`src/rtl/final_layer_scheduler.sv`:
```
// Time-multiplexed binarised final dense layer: one weight row per class,
// XNOR-popcount in CHUNK-bit slices, running arg-max with lowest-index tie-break.
module final_layer_scheduler #(
  parameter int NUM_INPUTS  = 196,
  parameter int NUM_CLASSES = 10,
  parameter int CHUNK       = 28
) (
  input  logic                  clock,
  input  logic                  reset,
  input  logic                  start,
  input  logic [NUM_INPUTS-1:0] data_in,
  output logic                  weight_rd_en,
  output logic [3:0]            weight_addr,
  input  logic [NUM_INPUTS-1:0] weight_row,
  output logic                  busy,
  output logic [3:0]            answer,
  output logic                  answer_valid,
  output logic [2:0]            dbg_state
);

  localparam int NUM_SLICES = NUM_INPUTS / CHUNK;
  localparam int CW = (NUM_SLICES > 1) ? $clog2(NUM_SLICES) : 1;
  localparam int AW = $clog2(NUM_INPUTS + 1);
  localparam int PW = $clog2(CHUNK + 1);

  if ((NUM_INPUTS % CHUNK) != 0 || NUM_CLASSES > 16 || NUM_CLASSES < 1) begin : g_bad_params
    $error("final_layer_scheduler: NUM_INPUTS must be a multiple of CHUNK and NUM_CLASSES in 1..16");
  end

  // Handshake: start is a single-cycle request honoured only when busy is low;
  // weight_row must carry row weight_addr in the cycle after weight_rd_en is high.

  typedef enum logic [2:0] {
    S_IDLE  = 3'd0,
    S_FETCH = 3'd1,
    S_LOAD  = 3'd2,
    S_ACCUM = 3'd3,
    S_CMP   = 3'd4,
    S_DONE  = 3'd5
  } state_t;

  state_t state, state_n;

  logic [NUM_INPUTS-1:0] act;
  logic [NUM_INPUTS-1:0] row;
  logic [3:0]            k;
  logic [CW-1:0]         c;
  logic [AW-1:0]         acc;
  logic [AW-1:0]         best_score;
  logic [3:0]            best_idx;
  logic [3:0]            addr_q;
  logic [3:0]            answer_q;

  logic                  last_slice;
  logic                  last_class;
  logic                  better;
  logic [CHUNK-1:0]      match;
  logic [PW-1:0]         slice_pc;

  function automatic logic [PW-1:0] popcount(input logic [CHUNK-1:0] v);
    logic [PW-1:0] s;
    s = '0;
    for (int i = 0; i < CHUNK; i++) s = s + PW'(v[i]);
    return s;
  endfunction

  assign last_slice = (c == CW'(NUM_SLICES - 1));
  assign last_class = (k == 4'(NUM_CLASSES - 1));
  assign better     = (k == 4'd0) || (acc > best_score);
  assign match      = ~(act[c*CHUNK +: CHUNK] ^ row[c*CHUNK +: CHUNK]);
  assign slice_pc   = popcount(match);

  always_ff @(posedge clock) begin
    if (reset) state <= S_IDLE;
    else       state <= state_n;
  end

  always_comb begin
    state_n = state;
    case (state)
      S_IDLE:  if (start) state_n = S_FETCH;
      S_FETCH: state_n = S_LOAD;
      S_LOAD:  state_n = S_ACCUM;
      S_ACCUM: if (last_slice) state_n = S_CMP;
      S_CMP:   state_n = last_class ? S_DONE : S_FETCH;
      S_DONE:  state_n = S_IDLE;
      default: state_n = S_IDLE;
    endcase
  end

  always_comb begin
    weight_rd_en = (state == S_FETCH);
    busy         = (state != S_IDLE);
    answer_valid = (state == S_DONE);
    weight_addr  = addr_q;
    answer       = answer_q;
    dbg_state    = state;
  end

  // Wide operand registers carry no reset; they are always loaded before use.
  always_ff @(posedge clock) begin
    if (state == S_IDLE && start) act <= data_in;
    if (state == S_LOAD)          row <= weight_row;
  end

  always_ff @(posedge clock) begin
    if (reset) begin
      k          <= '0;
      c          <= '0;
      acc        <= '0;
      best_score <= '0;
      best_idx   <= '0;
      addr_q     <= '0;
      answer_q   <= '0;
    end else begin
      case (state)
        S_IDLE: begin
          if (start) begin
            k          <= '0;
            best_score <= '0;
            best_idx   <= '0;
            addr_q     <= '0;
          end
        end
        S_LOAD: begin
          acc <= '0;
          c   <= '0;
        end
        S_ACCUM: begin
          acc <= acc + AW'(slice_pc);
          if (!last_slice) c <= c + CW'(1);
        end
        S_CMP: begin
          if (better) begin
            best_score <= acc;
            best_idx   <= k;
          end
          if (last_class) begin
            answer_q <= better ? k : best_idx;
          end else begin
            k      <= k + 4'd1;
            addr_q <= k + 4'd1;
          end
        end
        default: ;
      endcase
    end
  end

endmodule

```
`config.mk`:
```
export PLATFORM = sky130hd
export DESIGN_NAME = final_layer_scheduler
export DESIGN_NICKNAME = d
export VERILOG_FILES = /design/src/rtl/final_layer_scheduler.sv
export SDC_FILE = /design/constraint.sdc
export NUM_CORES = 1
export LEC_CHECK = 0
export CORE_MARGIN = 4
export CORE_UTILIZATION = 50
export DETAILED_ROUTE_END_ITERATION = 6
export GPL_ROUTABILITY_DRIVEN = 0
export GPL_TIMING_DRIVEN = 0
export PLACE_DENSITY = 0.8
export SYNTH_ARGS = -nofsm -noshare
export SYNTH_HDL_FRONTEND = slang
export SYNTH_SLANG_ARGS = --single-unit
```
`constraint.sdc`:
```
create_clock -name clock -period 12.6 [get_ports clock]
set_input_delay 1.26 -clock clock [delete_from_list [all_inputs] [get_ports clock]]
set_output_delay 1.26 -clock clock [all_outputs]
set_load 0.01 [all_outputs]
```
# [Word level (Yosys, flattened, before mapping)]
# Cells that the tools add are included.
[classes] addsub=30 n_mul=1 n_div=0 order_cmp=1 n_eq_ne=12 shifts=2 muxes=15 n_bitwise=2 n_reduce_logical=13
[op_table] operator="$shiftx 196x9->28" n=2
[op_table] operator="$add 5x1->5" n=23
[op_table] operator="$pmux 8 s2" n=2
[op_table] operator="$not 28->28" n=1
[op_table] operator="$xor 28x28->28" n=1
[op_table] operator="$mux 8" n=2
[op_table] operator="$pmux 4 s2" n=2
[op_table] operator="$pmux 3 s5" n=1
[op_table] operator="$mux 3" n=4
[op_table] operator="$mux 4" n=3
[op_table] operator="$ne 2x2->1 const B" n=5
[op_table] operator="$eq 3x3->1 const B" n=3
[op_table] operator="$add 8x5->8" n=1
[op_table] operator="$gt 8x8->1" n=1
[op_table] operator="$reduce_and 2->1" n=4
[op_table] operator="$eq 3x2->1 const B" n=2
[op_table] operator="$mul 3x3->6 const B" n=1
[op_table] operator="$pmux 3 s2" n=1
[op_table] operator="$reduce_and 3->1" n=2
[op_table] operator="$add 4x1->5" n=1
[op_table] operator="$add 3x1->4" n=1
[op_table] operator="$add 4x1->4 const B" n=1
[op_table] operator="$eq 4x4->1 const B" n=1
[op_table] operator="$logic_not 4->1" n=1
[op_table] operator="9 further kinds" n=10
[totals] reg_bits=426 latch_bits=0 ram_bits=0 mem_bits_ro=0 inputBits=395 wordCells=85 n_memories=0

# [Depth between registers and ports, before layout]
# Gate-level depths: netlist (run 1).
[logic_depth] word_depth=33 ltp_mapped=24 ltp_nobuf=21

# [Worst setup path before layout (run 1)]
# No wires, ideal clock.
[synth_timing] path_kind="reg2reg" start="register state[2] (netlist: dbg_state[2])" end="register row[0] (enable)" arrival_ns=9.002 setup_slack_ns=2.841 stages_incl_launch_ff=5 path_cell_list="dfxtp_1 buf_2 nand2b_1 clkbuf_1 nor2_1"
[synth_via] elab_chain_len=1
[synth_lines] element="start: declaration" line="42" rtl="state_t state, state_n;"
[synth_lines] element="start signal: assignment" line="75" rtl="else state <= state_n;"
[synth_lines] element="$eq 3x2->1" line="103" rtl="if (state == S_LOAD) row <= weight_row;"
[synth_lines] element="end signal: assignment" line="103"
[synth_lines] element="end: declaration" line="45" rtl="logic [NUM_INPUTS-1:0] row;"
# No other way between the ends.
# A chain may end at the register's enable or synchronous reset.

# [Worst setup path in the final report (run 1)]
[layout_timing] start="register c[1]" end="register acc[6]"
[layout_via] elab_chain_len=33 word_cells_on_any_way=34 cone_classes="28 x add/sub; 1 x mul; 2 x shift; 1 x mux; 2 x bitwise"
[layout_lines] element="start: declaration" line="47" rtl="logic [CW-1:0] c;"
[layout_lines] element="start signal: assignment" line="131" rtl="if (!last_slice) c <= c + CW'(1);"
[layout_lines] element="$mul 3x3->6 *" line="70" rtl="assign match = ~(act[c*CHUNK +: CHUNK] ^ row[c*CHUNK +: CHUNK]);"
[layout_lines] element="$shiftx 196x9->28" line="70"
[layout_lines] element="$xor 28x28->28 *" line="70"
[layout_lines] element="$not 28->28 *" line="70"
[layout_lines] element="$add 1x1->2" line="63" rtl="for (int i = 0; i < CHUNK; i++) s = s + PW'(v[i]);"
[layout_lines] element="$add 2x1->3" line="63"
[layout_lines] element="$add 3x1->4" line="63"
[layout_lines] element="$add 4x1->5" line="63"
[layout_lines] element="$add 5x1->5 (22 in series)" line="63"
[layout_lines] element="$add 5x1->5 *" line="63"
[layout_lines] element="$add 8x5->8 *" line="130" rtl="acc <= acc + AW'(slice_pc);"
[layout_lines] element="$pmux 8 s2 *" line="116" rtl="case (state)"
[layout_lines] element="end signal: assignment" line="130"
[layout_lines] element="end: declaration" line="48" rtl="logic [AW-1:0] acc;"
# Mark *: on every way between the ends. The rest lies on a longest branch, timed or not.

==> run_results.csv, run 1 <==
group,metric,value,unit
synth,synth_nets,1448,
clocking,post_cts_buffers,0,
synth,ys_seq_area_share,70.9,%
floorplanning,row_count,68,
setup_path,rr_worst_depth,21,
clocking,holdBufCountCts,0,
sta,skew,0.0169,ns
setup_path,rrSetupSlack,5.66,ns
sta,setup_violations,0,
finish,drive_gt1_share,10.4,%
setup_path,critPathKind,"reg2reg",
grt,grt_max_degree,112,
grt,overflow,0,
grt,grt_pass1_wl,69700,µm
setup_path,critPathArrivalTime,7.38,ns
sta,timing.fmax,144,MHz
synth,async_flop_share,0,%
place,io_buffer_count,407,
clocking,cts_buffer_depth,3,
detailed_routing,ant_nets,0,
sta,rsz0062_at_grt,"false",
floorplanning,design.die.area,38200,µm²
grt,antenna_found_initial,12,
hold_path,min-delay-path-class,"reg2reg",
clocking,clock-sinks,426,
clocking,clk_pin_slew,0.06,ns
sta,layout_setup_ws,5.66,ns
detailed_routing,wl_met1,16800,µm
synth,synthDistinctLibCells,53,
setup_path,worstPathRequired,13.04,ns
synth,synth_flop_cell,"edfxtp_1",
detailed_routing,met2_length,25500,µm
place,dp_hpwl,35500,µm
grt,grt_usage,24.4,%
detailed_routing,wl_per_cell,24.0,µm
detailed_routing,vias,10700,
detailed_routing,met3_length,3260,µm
finish,mostFrequentLayoutCells,"clkdlybuf4s50_1 (407), edfxtp_1 (392), xor2_1 (59)",
synth,ys_top_cells_by_area,"edfxtp_1 (67%), mux4_2 (7.2%), dfxtp_1 (3.9%)",
setup_path,start_kind,"register",
synth,synth_top_area_share,67.1,%
detailed_routing,highest_layer,"met4",
clocking,cts-htree-levels,2,
place,dp_slack,5.58,ns
finish,fin_cells,1965,
sta,min_period_over_period,55.1,%
detailed_routing,drt-initial-drc-count,734,
detailed_routing,via_per_inst,5.44,
finish,fillCellCount,2259,
detailed_routing,drc_errors,0,
power,p_per_area,180,nW/µm²
synth,avgSynthCellArea,17.5,µm²
setup_path,regToRegStartpoint,"c[1]$_SDFFE_PP0P_",
run,maxCapViolCount,0,
grt,first_global_vias,11700,
sta,hold_viol_final,0,
power,leakagePower,8.05,nW
hold_path,min_to,"best_idx[3]$_SDFFE_PP0P_",
place,dp.cells,1872,
floorplanning,die_h,195,µm
floorplanning,io_pins,409,
sta,tightest_slew,0.894,ns
synth,synth_area,17600,µm²
power,vdd_drop_max,258,µV
power,total_power,0.00428,W
clocking,cts_tree,"built",
floorplanning,start_util,50.7,%
synth,synth-edff-count,392,
synth,syn_inst,1002,
hold_path,hold_start,"best_idx[3]$_SDFFE_PP0P_",
setup_path,endpoint_kind,"register",
detailed_routing,finalWirelength,47100,µm
status,outcome,"finished clean",
floorplanning,core_region_area,34600,µm²
setup_path,r2r-end,"acc[6]$_SDFFE_PP0P_",
detailed_routing,dr.pass1.iters,5,
clocking,cts_resized,0,
synth,yosysWarnings,0,
synth,synth_area_leader_cell,"edfxtp_1",
sta,relSlewSlack,40.4,%
hold_path,hold_depth,1,
clocking,clock_latency,0.55,ns
sta,min_period,6.94,ns
finish,layout_commonest_cell,"clkdlybuf4s50_1",
clocking,cts_root_buf,"clkbuf_16",
floorplanning,die_w,195,µm
finish,final_util,68.8,%
synth,ys_seq_elements,426,
finish,area_delta_synth_final,35.7,%
sta,drv_slew,0,
clocking,cts_buffers,44,
finish,nets,1909,
setup_path,cp_max_fo,10,
cell families after synthesis:
group           after synthesis  synth area share, %
fa+ha+maj                    51                 4.58
simple gates                120                 3.39
flops                       426                 70.9
buf+inv                      78                 1.92
mux                          57                 7.24
xor+xnor                    115                 5.74
compound gates              155                 6.21
flip-flops by register name (all words and copies together), names as in the netlist:
name / count
row: 196
dbg_state: 3
weight_addr: 4
answer: 4
acc: 8
act: 196
best_idx: 4
best_score: 8
c: 3
worst max path at each step:
stage                              start                   to  slack (ns)  cells after the start
6_report               c[1]$_SDFFE_PP0P_  acc[6]$_SDFFE_PP0P_        5.66                     21
5_1_grt                c[1]$_SDFFE_PP0P_  acc[6]$_SDFFE_PP0P_        5.24                     21
4_1_cts                c[1]$_SDFFE_PP0P_  acc[6]$_SDFFE_PP0P_        5.54                     21
3_5_place_dp           c[1]$_SDFFE_PP0P_  acc[6]$_SDFFE_PP0P_        5.58                     21
3_3_place_gp   dbg_state[2]$_SDFFE_PP0P_   row[107]$_DFFE_PP_       -1.07                      4
2_1_floorplan  dbg_state[2]$_SDFFE_PP0P_     row[0]$_DFFE_PP_        2.84                      4
routing by layer:
| layer | up-vias | global-route usage, % |
|---|---|---|
| met5 | - | 0 |
| met4 | 0 | 9.00 |
| met3 | 88 | 5.69 |
| met2 | 461 | 44.2 |
| met1 | 5286 | 28.2 |
| li1 | 4853 | - |
per-stage QoR:
stage	setup TNS, ns	cell area, µm²	hold WS [ns]
global placement	-207.90	22200	0.454
finish	0	23800	0.475
detailed placement	0	22400	0.460
floorplan	0	17600	0.442
global route	0	23800	0.494
CTS	0	23800	0.475
worst max-delay path: stages (launching register included):
cell      delay, ns
dfxtp_1        0.36
buf_2          0.20
clkbuf_1       0.64
mux4_2         0.43
xor2_1         0.34
o21ai_0        0.20
fa_1           0.56
inv_1          0.06
fa_1           0.57
fa_1           0.44
fa_1           0.46
fa_1           0.54
inv_1          0.06
fa_1           0.51
fa_1           0.21
inv_1          0.07
fa_1           0.46
nand2b_1       0.20
a21oi_1        0.21
o21a_1         0.17
o21ai_0        0.08
o311ai_0       0.09
area by class of cell:
class | count | area, µm² | share of cell area (%)
timing repair buffer | 415 | 4260 | 17.9
clock buffer | 53 | 1180 | 4.94
tap | 455 | 569 | 2.39
multi-input combinational | 498 | 4770 | 20.0
buffer | 46 | 226 | 0.951
clock inverter | 27 | 215 | 0.903
antenna | 13 | 32.5 | 0.137
sequential | 426 | 12500 | 52.3
inverter | 32 | 120 | 0.504
synthesized netlist by cell type (all sizes together), types with 15 or more instances:
| cell type | instances |
|---|---|
| ha | 29 |
| nor2 | 43 |
| o21ai | 22 |
| nand3 | 15 |
| a21oi | 46 |
| nand2 | 19 |
| xnor2 | 56 |
| xor2 | 59 |
| fa | 22 |
| o221ai | 28 |
| o21a | 18 |
| dfxtp | 34 |
| clkbuf | 21 |
| edfxtp | 392 |
| inv | 32 |
| mux4 | 56 |
| buf | 25 |
power breakdown:
group          total (W)  leakage [nW]  switching [W]  internal (W)
combinational    0.00134          3.43       0.000720      0.000616
clock            0.00125         0.682       0.000522      0.000726
sequential       0.00170          3.93      0.0000357       0.00166
total            0.00428          8.05        0.00128       0.00301
No activity file was read; power rests on OpenSTA's default activity.
==> run 2, diff against run 1 <==
--- a/config.mk
+++ b/config.mk
@@ -6,11 +6,11 @@
 export NUM_CORES = 1
 export LEC_CHECK = 0
 export CORE_MARGIN = 4
-export CORE_UTILIZATION = 50
+export CORE_UTILIZATION = 45
 export DETAILED_ROUTE_END_ITERATION = 6
 export GPL_ROUTABILITY_DRIVEN = 0
 export GPL_TIMING_DRIVEN = 0
-export PLACE_DENSITY = 0.8
+export PLACE_DENSITY = 0.76
 export SYNTH_ARGS = -nofsm -noshare
 export SYNTH_HDL_FRONTEND = slang
 export SYNTH_SLANG_ARGS = --single-unit
==> constraint.sdc (replaced) <==
create_clock -name clock -period 6.1 [get_ports clock]
set_input_delay 0.61 -clock clock [delete_from_list [all_inputs] [get_ports clock]]
set_output_delay 0.61 -clock clock [all_outputs]
set_load 0.01 [all_outputs]
==> run 2 against run 1 <==
The flow now finishes with violations (negative setup slack); hold slack got worse by 0.058 ns; critical endpoint is now acc[5]$_SDFFE_PP0P_; non-clock buffer count grew 8; combinational power up 130%; via count shrank 0.23%; worst setup slack lost 5.8 ns; final area is 2.2% higher; highest routed layer is now met5; sequential power up 110%; flip-flop and latch count is the same; first-iteration DRC count fell by 0.14%; critical path type unchanged.
==> run_results.csv, run 2 (synthesized netlist as in run 1, its figures left out) <==
group,metric,value,unit
detailed_routing,wl_per_cell,22.8,µm
setup_path,cp_max_fo,10,
sta,hold_viol_final,0,
power,combPwrFrac,33.5,%
finish,fin_cells,2036,
detailed_routing,finalWirelength,46500,µm
grt,grt_pass1_wl,66900,µm
finish,nets,1918,
place,dp_hpwl,34900,µm
sta,min_period,6.26,ns
detailed_routing,dr.pass1.iters,5,
setup_path,regToRegStartpoint,"c[0]$_SDFFE_PP0P_",
status,outcome,"complete, but fails checks",
sta,fin_tns_setup,-0.444,ns
detailed_routing,drc_errors,0,
floorplanning,design.die.area,42200,µm²
power,intPower,0.00655,W
power,p_per_area,384,nW/µm²
floorplanning,start_util,45.4,%
setup_path,endpoint_kind,"register",
detailed_routing,via_per_inst,5.24,
sta,rsz0062_at_grt,"true",
clocking,cts_buffers,45,
floorplanning,die_w,206,µm
grt,first_global_vias,11300,
sta,hold_slack,0.417,ns
place,io_buffer_count,407,
run,maxCapViolCount,0,
sta,drv_slew,0,
power,seq_power_share,37.5,%
floorplanning,io_pins,409,
setup_path,r2r-end,"acc[5]$_SDFFE_PP0P_",
setup_path,critPathKind,"reg2reg",
power,vdd_drop_max,555,µV
hold_path,min-delay-path-class,"in2reg",
grt,antenna_found_initial,12,
grt,grt_usage,21.6,%
sta,timing.fmax,160,MHz
clocking,clock-sinks,426,
grt,grt_max_degree,112,
finish,mostFrequentLayoutCells,"clkdlybuf4s50_1 (407), edfxtp_1 (392), mux4_2 (56), xnor2_1 (56), xor2_1 (53)",
finish,drive_gt1_share,13.0,%
detailed_routing,drt-initial-drc-count,733,
floorplanning,row_count,72,
sta,relSlewSlack,43.8,%
clocking,cts_buffer_depth,3,
setup_path,rrSetupSlack,-0.16,ns
grt,overflow,0,
finish,reg_top3,"act: 196 flops, row: 196 flops",
power,leakagePower,8.22,nW
finish,fillCellCount,2777,
floorplanning,core_region_area,38600,µm²
power,switching_share,30.0,%
detailed_routing,ant_nets,0,
status,violations,"negative setup slack",
hold_path,hold_start,"reset",
finish,final_util,63.0,%
finish,area_delta_synth_final,38.8,%
sta,tightest_slew,0.842,ns
power,netSwitchingPower,0.00280,W
finish,layout_commonest_cell,"clkdlybuf4s50_1",
clocking,cts_tree,"built",
setup_path,worstPathRequired,6.51,ns
sta,setup_violations,4,
clocking,cts_root_buf,"clkbuf_16",
hold_path,min_to,"best_score[1]$_SDFFE_PP0P_",
sta,skew,0.0273,ns
setup_path,critPathArrivalTime,6.67,ns
power,p_clk_share,29.0,%
place,dp.cells,1935,
hold_path,hold_depth,2,
floorplanning,die_h,206,µm
clocking,holdBufCountCts,0,
setup_path,start_kind,"register",
clocking,clock_latency,0.57,ns
clocking,cts-htree-levels,2,
sta,min_period_over_period,103,%
clocking,clk_pin_slew,0.06,ns
detailed_routing,vias,10700,
sta,layout_setup_ws,-0.159,ns
setup_path,rr_worst_depth,19,
power,total_power,0.00935,W
## run 2: cell count changes in the layout (fill, tap and decap cells not counted), moves of 4 or more
cell      before  now
a21oi_1       45   40
a21oi_2        1    5
buf_12         5   18
buf_2         16    5
buf_4          6   15
clkbuf_1      27   23
clkbuf_2       0    4
clkinv_1      13    8
o21ai_0       22   12
o21ai_1        0    8
xor2_1        59   53
xor2_2         0    5
## run 2: routing by layer
layer	track usage (%)	up-vias	wire, µm
met5	0	-	22
met4	6.58	4	1100
met3	5.58	70	3160
met2	37.7	422	24800
met1	26.5	5297	17500
li1	-	4870	-
## run 2: layout make-up
class / count / area, µm² / area share (%)
clock buffers: 58 / 1210 / 4.95
well taps: 518 / 648 / 2.66
clock inverters: 21 / 254 / 1.04
inverters: 32 / 120 / 0.493
repair buffers: 426 / 4360 / 17.9
multi-input cells: 498 / 4880 / 20.0
flip-flops and latches: 426 / 12500 / 51.1
plain buffers: 43 / 399 / 1.64
diodes: 14 / 35.0 / 0.144
## run 2: per-stage QoR
stage               setup slack (ns)  instance area (µm²)
floorplan                      0.151                17600
global placement              -0.809                22300
detailed placement            -0.920                22500
CTS                           -0.234                24300
global route                  -0.273                24300
finish                        -0.159                24400
## run 2: worst max path at each step
stage,depth (start not counted),slack (ns),startpoint,endpoint
finish,19,-0.16,c[0]$_SDFFE_PP0P_,acc[5]$_SDFFE_PP0P_
global route,22,-0.27,c[0]$_SDFFE_PP0P_,acc[6]$_SDFFE_PP0P_
CTS,20,-0.23,c[0]$_SDFFE_PP0P_,acc[5]$_SDFFE_PP0P_
detailed placement,23,-0.92,c[1]$_SDFFE_PP0P_,acc[6]$_SDFFE_PP0P_
global placement,23,-0.81,c[1]$_SDFFE_PP0P_,acc[6]$_SDFFE_PP0P_
floorplan,19,0.15,c[0]$_SDFFE_PP0P_,acc[6]$_SDFFE_PP0P_
## run 2: worst max-delay path: stages, from the launching register on
cell	delay, ns
dfxtp_2	0.35
buf_12	0.15
buf_12	0.15
clkbuf_1	0.63
o221ai_1	0.23
o21a_1	0.17
fa_1	0.47
fa_1	0.55
fa_1	0.58
fa_1	0.42
fa_1	0.54
inv_1	0.06
fa_1	0.47
fa_2	0.38
buf_4	0.15
a21oi_4	0.16
o211ai_1	0.11
or3_1	0.32
nand4_1	0.12
a21oi_1	0.07
## run 2: what timing repair did
action,in CTS,in global routing
setup endpoints to repair,8,7
setup buffers,9,2
resized for setup,75,24
pin swaps,9,14
## run 2: power groups by stage
| stage | Clock [W] | Combinational (W) | Sequential, W |
|---|---|---|---|
| floorplan | 0 | 0.00183 | 0.00356 |
| global placement | 0 | 0.00256 | 0.00359 |
| detailed placement | 0 | 0.00266 | 0.00357 |
| CTS | 0.00276 | 0.00289 | 0.00351 |
| global route | 0.00289 | 0.00346 | 0.00352 |
| finish | 0.00272 | 0.00313 | 0.00351 |
==> run 3, diff against run 2 <==
--- a/config.mk
+++ b/config.mk
@@ -6,11 +6,11 @@
 export NUM_CORES = 1
 export LEC_CHECK = 0
 export CORE_MARGIN = 4
-export CORE_UTILIZATION = 45
+export CORE_UTILIZATION = 54
 export DETAILED_ROUTE_END_ITERATION = 6
 export GPL_ROUTABILITY_DRIVEN = 0
 export GPL_TIMING_DRIVEN = 0
-export PLACE_DENSITY = 0.76
+export PLACE_DENSITY = 0.85
 export SYNTH_ARGS = -nofsm -noshare
 export SYNTH_HDL_FRONTEND = slang
 export SYNTH_SLANG_ARGS = --single-unit
==> constraint.sdc (replaced) <==
create_clock -name clock -period 8.1 [get_ports clock]
set_input_delay 0.81 -clock clock [delete_from_list [all_inputs] [get_ports clock]]
set_output_delay 0.81 -clock clock [all_outputs]
set_load 0.01 [all_outputs]
==> run 3 against run 2 <==
The flow now finishes without violations; sequential share of layout area is 1.4 points higher; sequential power decreased by 25%; core utilization up 12 points; first-iteration DRC count up 32%; critical path depth up 2; final area fell by 2.7%; largest cell class unchanged.
==> run_results.csv, run 3 (synthesized netlist as in run 1, its figures left out) <==
group,metric,value,unit
sta,layout_setup_ws,1.19,ns
floorplanning,row_count,65,
sta,setup_violations,0,
clocking,post_cts_buffers,0,
finish,layout_commonest_cell,"clkdlybuf4s50_1",
clocking,cts_resized,0,
floorplanning,io_pins,409,
place,io_buffer_count,407,
clocking,cts_buffer_depth,3,
detailed_routing,vias,11100,
clocking,holdBufCountCts,0,
hold_path,hold_start,"best_idx[0]$_SDFFE_PP0P_",
place,dp_slack,1.19,ns
detailed_routing,finalWirelength,50000,µm
clocking,cts-htree-levels,2,
detailed_routing,met2_length,27100,µm
sta,tightest_slew,0.838,ns
clocking,cts_buffers,42,
setup_path,cp_max_fo,10,
sta,min_period_over_period,85.3,%
detailed_routing,drc_errors,0,
detailed_routing,dr.pass1.iters,5,
floorplanning,core_region_area,31800,µm²
status,outcome,"finished clean",
setup_path,regToRegStartpoint,"c[1]$_SDFFE_PP0P_",
sta,relSlewSlack,44.2,%
grt,antenna_found_initial,20,
finish,reg_top3,"act: 196 flops, row: 196 flops",
setup_path,endpoint_kind,"register",
detailed_routing,ant_nets,0,
clocking,clk_pin_slew,0.06,ns
detailed_routing,drt-initial-drc-count,965,
sta,timing.fmax,145,MHz
setup_path,critPathKind,"reg2reg",
sta,skew,0.0273,ns
sta,drv_slew,0,
finish,area_delta_synth_final,35.1,%
clocking,clock-sinks,426,
place,dp.cells,1851,
setup_path,critPathArrivalTime,7.33,ns
power,leakagePower,7.99,nW
detailed_routing,wl_per_cell,25.7,µm
floorplanning,start_util,55.2,%
clocking,cts_root_buf,"clkbuf_16",
setup_path,worstPathRequired,8.52,ns
power,p_per_area,277,nW/µm²
power,vdd_drop_max,248,µV
sta,rsz0062_at_grt,"false",
clocking,clock_latency,0.55,ns
finish,mostFrequentLayoutCells,"clkdlybuf4s50_1 (407), edfxtp_1 (392), xor2_1 (59)",
run,maxCapViolCount,0,
finish,fin_area,23700,µm²
setup_path,rrSetupSlack,1.19,ns
detailed_routing,met3_length,3690,µm
sta,hold_viol_final,0,
finish,drive_gt1_share,10.0,%
setup_path,r2r-end,"acc[6]$_SDFFE_PP0P_",
finish,nets,1906,
hold_path,hold_depth,1,
detailed_routing,highest_layer,"met5",
detailed_routing,wl_met1,17200,µm
setup_path,rr_worst_depth,21,
sta,min_period,6.91,ns
grt,grt_pass1_wl,72400,µm
hold_path,min_to,"best_idx[0]$_SDFFE_PP0P_",
clocking,cts_tree,"built",
finish,fin_cells,1943,
grt,grt_max_degree,108,
grt,grt_usage,27.4,%
floorplanning,die_h,188,µm
floorplanning,design.die.area,35500,µm²
grt,overflow,0,
detailed_routing,via_per_inst,5.69,
setup_path,start_kind,"register",
hold_path,min-delay-path-class,"reg2reg",
place,dp_hpwl,35700,µm
place,placed_area,22300,µm²
finish,fillCellCount,1824,
floorplanning,die_w,188,µm
grt,first_global_vias,11900,
==> run 3: area by class of cell <==
type / instances / area (µm²) / share of cell area (%)
diodes: 18 / 45.0 / 0.190
well taps: 435 / 544 / 2.30
flip-flops and latches: 426 / 12500 / 52.5
clock inverters: 19 / 159 / 0.670
plain buffers: 46 / 226 / 0.955
repair buffers: 414 / 4230 / 17.8
inverters: 32 / 120 / 0.507
clock buffers: 55 / 1160 / 4.89
multi-input cells: 498 / 4770 / 20.1
==> run 3: critical path: stages, from the launching register on <==
cell and delay [ns]:
dfxtp_1 0.36, buf_2 0.22, clkbuf_1 0.62, mux4_2 0.43, xor2_1 0.26, o21ai_0 0.17, fa_1 0.57, inv_1 0.10
fa_1 0.59, fa_1 0.46, fa_1 0.50, fa_1 0.54, inv_1 0.06, fa_1 0.50, fa_1 0.19, inv_1 0.06
fa_1 0.46, nand2b_1 0.19, a21oi_1 0.18, o21a_1 0.16, o21ai_0 0.07, o311ai_0 0.09
==> run 3: power breakdown <==
group          total [W]  switching [W]  internal [W]  leakage [nW]
sequential       0.00265      0.0000600       0.00259          3.93
clock            0.00189       0.000818       0.00107         0.636
combinational    0.00203        0.00109      0.000942          3.42
==> run 3: worst max path at each step <==
| stage | startpoint | end | slack, ns | depth (start not counted) |
|---|---|---|---|---|
| after floorplan | dbg_state[2]$_SDFFE_PP0P_ | row[0]$_DFFE_PP_ | 1.66 | 4 |
| after global placement | dbg_state[2]$_SDFFE_PP0P_ | row[160]$_DFFE_PP_ | -0.62 | 4 |
| after detailed placement | c[1]$_SDFFE_PP0P_ | acc[6]$_SDFFE_PP0P_ | 1.19 | 21 |
| after CTS | c[1]$_SDFFE_PP0P_ | acc[6]$_SDFFE_PP0P_ | 1.15 | 21 |
| after global routing | c[1]$_SDFFE_PP0P_ | acc[6]$_SDFFE_PP0P_ | 0.80 | 23 |
| final | c[1]$_SDFFE_PP0P_ | acc[6]$_SDFFE_PP0P_ | 1.19 | 21 |
==> run 3: metrics by stage <==
step	utilization, %	total power (W)	TNS, ns	hold WS [ns]
after floorplan	-	0.00407	0	0.442
after global placement	69.7	0.00463	-120.84	0.451
after detailed placement	70.3	0.00469	0	0.459
after CTS	74.4	0.00657	0	0.474
after global routing	74.6	0.00692	0	0.483
final	74.6	0.00656	0	0.474
==> run 3: layer usage <==
| metal | track usage (%) | vias up |
|---|---|---|
| met3 | 5.13 | 112 |
| met4 | 10.9 | 4 |
| met2 | 49.8 | 581 |
| li1 | - | 4847 |
| met5 | 0 | - |
| met1 | 32.2 | 5511 |
